--- config.mk ---
export PLATFORM = sky130hd
export DESIGN_NAME = alu_result_fifo
export DESIGN_NICKNAME = d
export VERILOG_FILES = /design/src/rtl/alu_result_fifo.sv
export SDC_FILE = /design/constraint.sdc
export NUM_CORES = 1
export LEC_CHECK = 0
export CAP_MARGIN = 30
export CELL_PAD_IN_SITES_DETAIL_PLACEMENT = 0
export CELL_PAD_IN_SITES_GLOBAL_PLACEMENT = 1
export CORE_UTILIZATION = 42
export CTS_BUF_LIST = sky130_fd_sc_hd__clkbuf_4
export CTS_CLUSTER_DIAMETER = 60
export CTS_CLUSTER_SIZE = 30
export DETAILED_ROUTE_END_ITERATION = 12
export PLACE_DENSITY_LB_ADDON = 0.1
export SETUP_SLACK_MARGIN = 0.2
export SYNTH_ARGS = -nofsm -noshare
export SYNTH_HDL_FRONTEND = slang
export SYNTH_SLANG_ARGS = --single-unit
--- constraint.sdc ---
create_clock -name clk -period 1.9 [get_ports clk]
set_input_delay 0.475 -clock clk [delete_from_list [all_inputs] [get_ports clk]]
set_output_delay 0.475 -clock clk [all_outputs]
set_load 0.01 [all_outputs]
--- src/rtl/alu_result_fifo.sv ---
// Capture FIFO for 16-bit ALU results with first-word fall-through, overflow-event counter
// and optional sticky flag accumulator (enabled by defining STICKY_FLAGS_EN).
module alu_result_fifo #(
  parameter int DW    = 16,
  parameter int DEPTH = 4,
  parameter int CNTW  = 8
) (
  input  logic                     clk,
  input  logic                     rst,
  input  logic                     in_valid,
  output logic                     in_ready,
  input  logic [DW-1:0]            in_sum,
  input  logic                     in_zero,
  input  logic                     in_sign,
  input  logic                     in_carry,
  input  logic                     in_parity,
  input  logic                     in_overflow,
  output logic                     out_valid,
  input  logic                     out_ready,
  output logic [DW-1:0]            out_sum,
  output logic [4:0]               out_flags,
  output logic [$clog2(DEPTH):0]   level,
  output logic [CNTW-1:0]          ovf_count,
  input  logic                     stat_clr,
  output logic [4:0]               sticky_flags
);

  localparam int              AW       = $clog2(DEPTH);
  localparam logic [AW:0]     LVL_FULL = (AW+1)'(DEPTH);
  localparam logic [CNTW-1:0] CNT_MAX  = '1;

  logic [DW-1:0]   r_sum_mem  [DEPTH];
  logic [4:0]      r_flag_mem [DEPTH];
  logic [AW-1:0]   r_wr_ptr;
  logic [AW-1:0]   r_rd_ptr;
  logic [AW:0]     r_level;
  logic [CNTW-1:0] r_ovf_count;

  logic       w_full;
  logic       w_empty;
  logic       w_push;
  logic       w_pop;
  logic [4:0] w_in_flags;

  assign w_in_flags = {in_overflow, in_parity, in_carry, in_sign, in_zero};
  assign w_full     = (r_level == LVL_FULL);
  assign w_empty    = (r_level == '0);
  // Full blocks pushes even when a pop happens in the same cycle.
  assign w_push     = in_valid & ~w_full;
  assign w_pop      = out_ready & ~w_empty;

  // NOTE: the storage array has no reset; out_valid masks stale entries, so
  // clearing it would only cost a reset net on every bit.
  always_ff @(posedge clk) begin
    if (w_push) begin
      r_sum_mem[r_wr_ptr]  <= in_sum;
      r_flag_mem[r_wr_ptr] <= w_in_flags;
    end
  end

  // NOTE: sequential state uses non-blocking assignments so every register
  // samples pre-edge values regardless of statement order.
  always_ff @(posedge clk or posedge rst) begin
    if (rst) begin
      r_wr_ptr <= '0;
      r_rd_ptr <= '0;
      r_level  <= '0;
    end else begin
      if (w_push) r_wr_ptr <= r_wr_ptr + 1'b1;
      if (w_pop)  r_rd_ptr <= r_rd_ptr + 1'b1;
      case ({w_push, w_pop})
        2'b10:   r_level <= r_level + 1'b1;
        2'b01:   r_level <= r_level - 1'b1;
        default: r_level <= r_level;
      endcase
    end
  end

  // Clear wins over increment, but a concurrent overflow push still counts.
  always_ff @(posedge clk or posedge rst) begin
    if (rst) begin
      r_ovf_count <= '0;
    end else if (stat_clr) begin
      r_ovf_count <= (w_push && in_overflow) ? CNTW'(1) : '0;
    end else if (w_push && in_overflow && (r_ovf_count != CNT_MAX)) begin
      r_ovf_count <= r_ovf_count + 1'b1;
    end
  end

`ifdef STICKY_FLAGS_EN
  logic [4:0] r_sticky;
  logic [4:0] w_new_flags;

  assign w_new_flags = w_push ? w_in_flags : 5'b0;

  always_ff @(posedge clk or posedge rst) begin
    if (rst)           r_sticky <= '0;
    else if (stat_clr) r_sticky <= w_new_flags;
    else               r_sticky <= r_sticky | w_new_flags;
  end

  assign sticky_flags = r_sticky;
`else
  assign sticky_flags = 5'b0;
`endif

  assign in_ready  = ~w_full;
  assign out_valid = ~w_empty;
  assign out_sum   = w_empty ? '0 : r_sum_mem[r_rd_ptr];
  assign out_flags = w_empty ? '0 : r_flag_mem[r_rd_ptr];
  assign level     = r_level;
  assign ovf_count = r_ovf_count;

endmodule

==> results list, run 1 <==
- Result of the run: complete, but fails checks
- Violated checks: setup timing
- First-pass GRT wire length: 13.4 mm
* Iter 0 DRT Violations: 95
* Clock latency reported for the late side of the worst-skew pair: 0.44 ns
* Count of mapped cells out of synthesis: 228
- CTS HTree Levels: 3
* Post-route DRC violation count: 0
- DR vias/cell: 5.06
* Top Ports: 65
- Final worst slack: -0.472 ns
- CP arrival: 1.90 ns
- By area, the combinational part of the netlist is dominated by multiplexers.
* Top sig layer: met4
* Net count reported at finish: 396
* Multi-input combinational cell area: 1320 um^2
- Delay of the slowest critical-path stage: 0.50 ns
- Of the cells placed in the final design, the portion with a size suffix greater than 1 is 0.512.
* Antenna diodes: 0
- Routed wirelength normalized by instance count: 18.1 um
- For this design, the sink count on the clock tree is 99.
* Proportion of synthesized chip area in sequential cells: 0.708
* Post-synth design cell area: 4090 um^2
- Measured along the x axis, the die boundary spans 101 um.
- Hold/Removal Path Class: primary input to async pin
- Simple-Gate Fraction of Synth Area: 0.0822
* Clock slew at the register clock pins of the worst setup and hold paths: 0.14 ns
- Area used by sequential logic in the layout: 2910 um^2
- Final hold violation count: 0
- Core footprint: 9330 um^2
* Crit-path max FO: 5
* Time the final worst path needs with I/O delays and setup: 2.37 ns
- Across all hold checks on the routed design, the worst slack comes to 0.337 ns.
- Total of endpoints with negative setup slack in the final report: 113
* Total die area: 10100 um^2
- Required time of the worst setup path: 1.42 ns
* Dominant cell type by count on the critical path: buf_12
* First-pass iteration count of the detailed router: 4
- In this run, synthesis produced a sequential element count of 99.
- Type of element launching the critical path: flop
* Post-synthesis adder-cell area fraction: 0.0232
- Wire segments on met2 add up to 4.68 mm in the final route.
* Layout filler cell count: 662
- Synthesis instantiated 39 different standard cells from the library.
- For this run, the total global-route usage over all layers was measured as 0.187.
* Worst max-slew margin expressed relative to the limit: 0.597
- In this run the static leakage power is 2.30 nW.
- For this design the ratio of total power to cell area is 1480 nW/um^2.
* Largest net degree at the start of global routing: 17
- Met3 wirelength from detailed routing: 467 um
- Cts bufs inserted: 9
- Wire length the detailed router placed on met1: 3.76 mm
* Warnings from Yosys: 0
- Of the total synthesized cell area, the portion taken by XOR and XNOR cells is 0.0128.
* Overall via count from detail_route: 2508
- HPWL after DPL: 4.75 mm
* Number of global-route vias before repair: 2423
* Complex-gate fraction of the synthesized area: 0.0177
- The worst setup path is captured at a primary output.
* Height of the chip: 101 um
* Worst setup skew after layout: 0.0153 ns
- In this run the mean area of a mapped cell was 18.0 um^2.
- Post-route antenna net violation count: 0
- Timing would allow up to 422 MHz.
- At the pin with the least slew margin, the transition time is 0.602 ns.
- Maximum Capacitance Violations: 0
- Row generation in the floorplan step produced 35 rows.
* Type of the worst setup path: flop to primary output
* Setup repair after global routing missed its margin: true
* Number of cells in the design after placement: 437
* CTS tree: built
* CP max-delay cell: mux4_2
- Max-slew violation count: 0
- Cell-by-cell trace of the critical path: buf_12 > buf_12 > mux4_2 > and2_4 > buf_6
- CTS placed an instance of clkbuf_4 at the clock tree root.
- Multiplexer share of the synthesized area: 0.129
* Initial core utilization: 0.439
- Hold repair after CTS inserted 0 buffers.
- Summed over all layers, the global routing overflow is 0.
* Final critical-path share of the clock period: 1.25
- Number of antenna violations at the first check in global routing: 0
- The count of buffers added on input and output ports is 59.
- At the end of routability-driven placement, the weighted congestion stood at 0.795.
* Post-route insts no fill: 496
- The clock passes through at most 2 buffers.
* Worst-case vdd ir drop: 0.000645 V
- For this block, the routed nets add up to 9.00 mm of wire.
* P&R area growth vs syn: 48.9%
[cells by family (layout without fill, tap and decap cells)]
logic type               after synthesis  after routing
AO/OA/AOI/OAI                         11             11
XOR/XNOR                               6              6
AND/OR/NAND/NOR                       56             58
adder cells (fa/ha/maj)                7              7
other                                  1              5
buffers and inverters                 22            155
multiplexers                          26             26
flip-flops                            99             99
[sequential cells by signal, summed over array words and instances (netlist names)]
signal / cells
level: 3
ovf_count: 8
r_flag_mem: 20
r_rd_ptr: 2
r_sum_mem: 64
r_wr_ptr: 2
[worst max-delay path: cells and delay by family, from the launching register on]
kind,cells,cell delay (ns)
DFF,1,0.44
buffers and inverters,3,0.37
muxes,1,0.50
and+or+nand+nor,1,0.16
[report_power, final]
part	total, W	switching, W	internal, W
sequential	0.00303	0.000180	0.00285
combinational	0.00478	0.00176	0.00302
clock	0.00120	0.000674	0.000529
total	0.00901	0.00261	0.00640
[final cells by class]
| type | count | share of cell area |
|---|---|---|
| sequential | 99 | 0.477 |
| inverter | 9 | 0.00595 |
| clock inverter | 6 | 0.0146 |
| clock buffer | 9 | 0.0111 |
| tap | 129 | 0.0265 |
| multi-input combinational | 113 | 0.216 |
| timing repair buffer | 131 | 0.249 |
[synthesized netlist by cell type]
master	number	area share
a211o_1	1	0.0021
a211oi_1	1	0.0018
a21oi_1	4	0.0049
a41oi_1	1	0.0021
and2_1	22	0.034
and3_1	4	0.0061
buf_1	2	0.0018
buf_2	3	0.0037
buf_4	5	0.0092
clkbuf_1	3	0.0028
conb_1	1	0.00092
dfrtp_1	15	0.092
edfxtp_1	84	0.62
fa_1	1	0.0049
ha_1	6	0.018
inv_1	8	0.0073
inv_4	1	0.0015
mux2_2	3	0.0083
mux2i_1	2	0.0049
mux4_2	21	0.12
nand2_1	6	0.0055
nand2b_1	1	0.0015
nand3_1	3	0.0037
nand3_4	1	0.0043
nand4_1	1	0.0015
nor2_1	6	0.0055
nor2b_1	2	0.0031
nor3_1	2	0.0024
nor3b_2	1	0.0031
nor4_1	2	0.0031
nor4bb_1	1	0.0024
o211ai_1	1	0.0018
o21ai_0	1	0.0012
o31ai_1	2	0.0037
or2_2	1	0.0015
or3_1	2	0.0031
or4_1	1	0.0018
xnor2_1	3	0.0064
xor2_1	3	0.0064
[routing by layer]
metal / global-route usage / vias up
li1: - / 1152
met1: 0.232 / 1270
met2: 0.323 / 78
met3: 0.0423 / 8
met4: 0.0702 / 0
met5: 0 / -
[layout by cell type, fill, tap and decap left out, drive strengths merged, types with 2 or more instances in the layout]
cell / Yosys / routed
a21oi: 4 / 4
and2: 22 / 22
and3: 4 / 4
buf: 10 / 94
bufinv: 0 / 2
clkbuf: 3 / 13
clkdlybuf4s50: 0 / 25
clkinvlp: 0 / 2
conb: 1 / 5
dfrtp: 15 / 15
dlygate4sd2: 0 / 8
edfxtp: 84 / 84
ha: 6 / 6
inv: 9 / 10
mux2: 3 / 3
mux2i: 2 / 2
mux4: 21 / 21
nand2: 6 / 6
nand3: 4 / 4
nor2: 6 / 6
nor2b: 2 / 2
nor3: 2 / 2
nor4: 2 / 2
o31ai: 2 / 2
or3: 2 / 4
xnor2: 3 / 3
xor2: 3 / 3
[per-stage QoR]
stage	utilization	TNS [ns]	setup slack (ns)	power, W	area (um^2)
6_report	0.653	-12.46	-0.472	0.00901	6090
5_1_grt	0.653	-19.46	-0.560	0.00947	6090
4_1_cts	0.629	-10.41	-0.468	0.00881	5870
3_5_place_dp	0.555	-14.66	-0.355	0.00659	5180
3_3_place_gp	0.555	-14.18	-0.333	0.00657	5180
2_1_floorplan	-	0	0.0473	0.00508	4230
[path summary, 6_finish.rpt]
path	start	endpoint	slack [ns]	cells after the start
worst max-delay path	r_rd_ptr[0]	out_flags[3]	-0.47	5
worst min-delay path	rst	level[1]	0.34	3
worst max register to register	level[1]	level[2]	-0.28	12
worst min register to register	r_wr_ptr[0]	r_wr_ptr[0]	0.55	1
max in group asynchronous	rst	r_rd_ptr[0]	1.36	3
min in group clk	r_wr_ptr[0]	r_wr_ptr[0]	0.55	1
[what timing repair did]
action                                  4_1_cts  5_1_grt
setup buffers                                27        5
gates resized for setup                     174       19
endpoints found under the setup margin       66      121
cloned                                        8        4
pin swaps                                    36       12
endpoints found under the hold margin         0        0
Note: power is estimated with default switching activity, not from simulation.
==> run 2, diff against run 1 <==
--- a/config.mk
+++ b/config.mk
@@ -10,7 +10,7 @@
 export CELL_PAD_IN_SITES_GLOBAL_PLACEMENT = 1
 export CORE_UTILIZATION = 42
 export CTS_BUF_LIST = sky130_fd_sc_hd__clkbuf_4
-export CTS_CLUSTER_DIAMETER = 60
+export CTS_CLUSTER_DIAMETER = 40
 export CTS_CLUSTER_SIZE = 30
 export DETAILED_ROUTE_END_ITERATION = 12
 export PLACE_DENSITY_LB_ADDON = 0.1
==> results of run 2 <==
The final DEF is identical to that of run 1; final timing and power are the same.
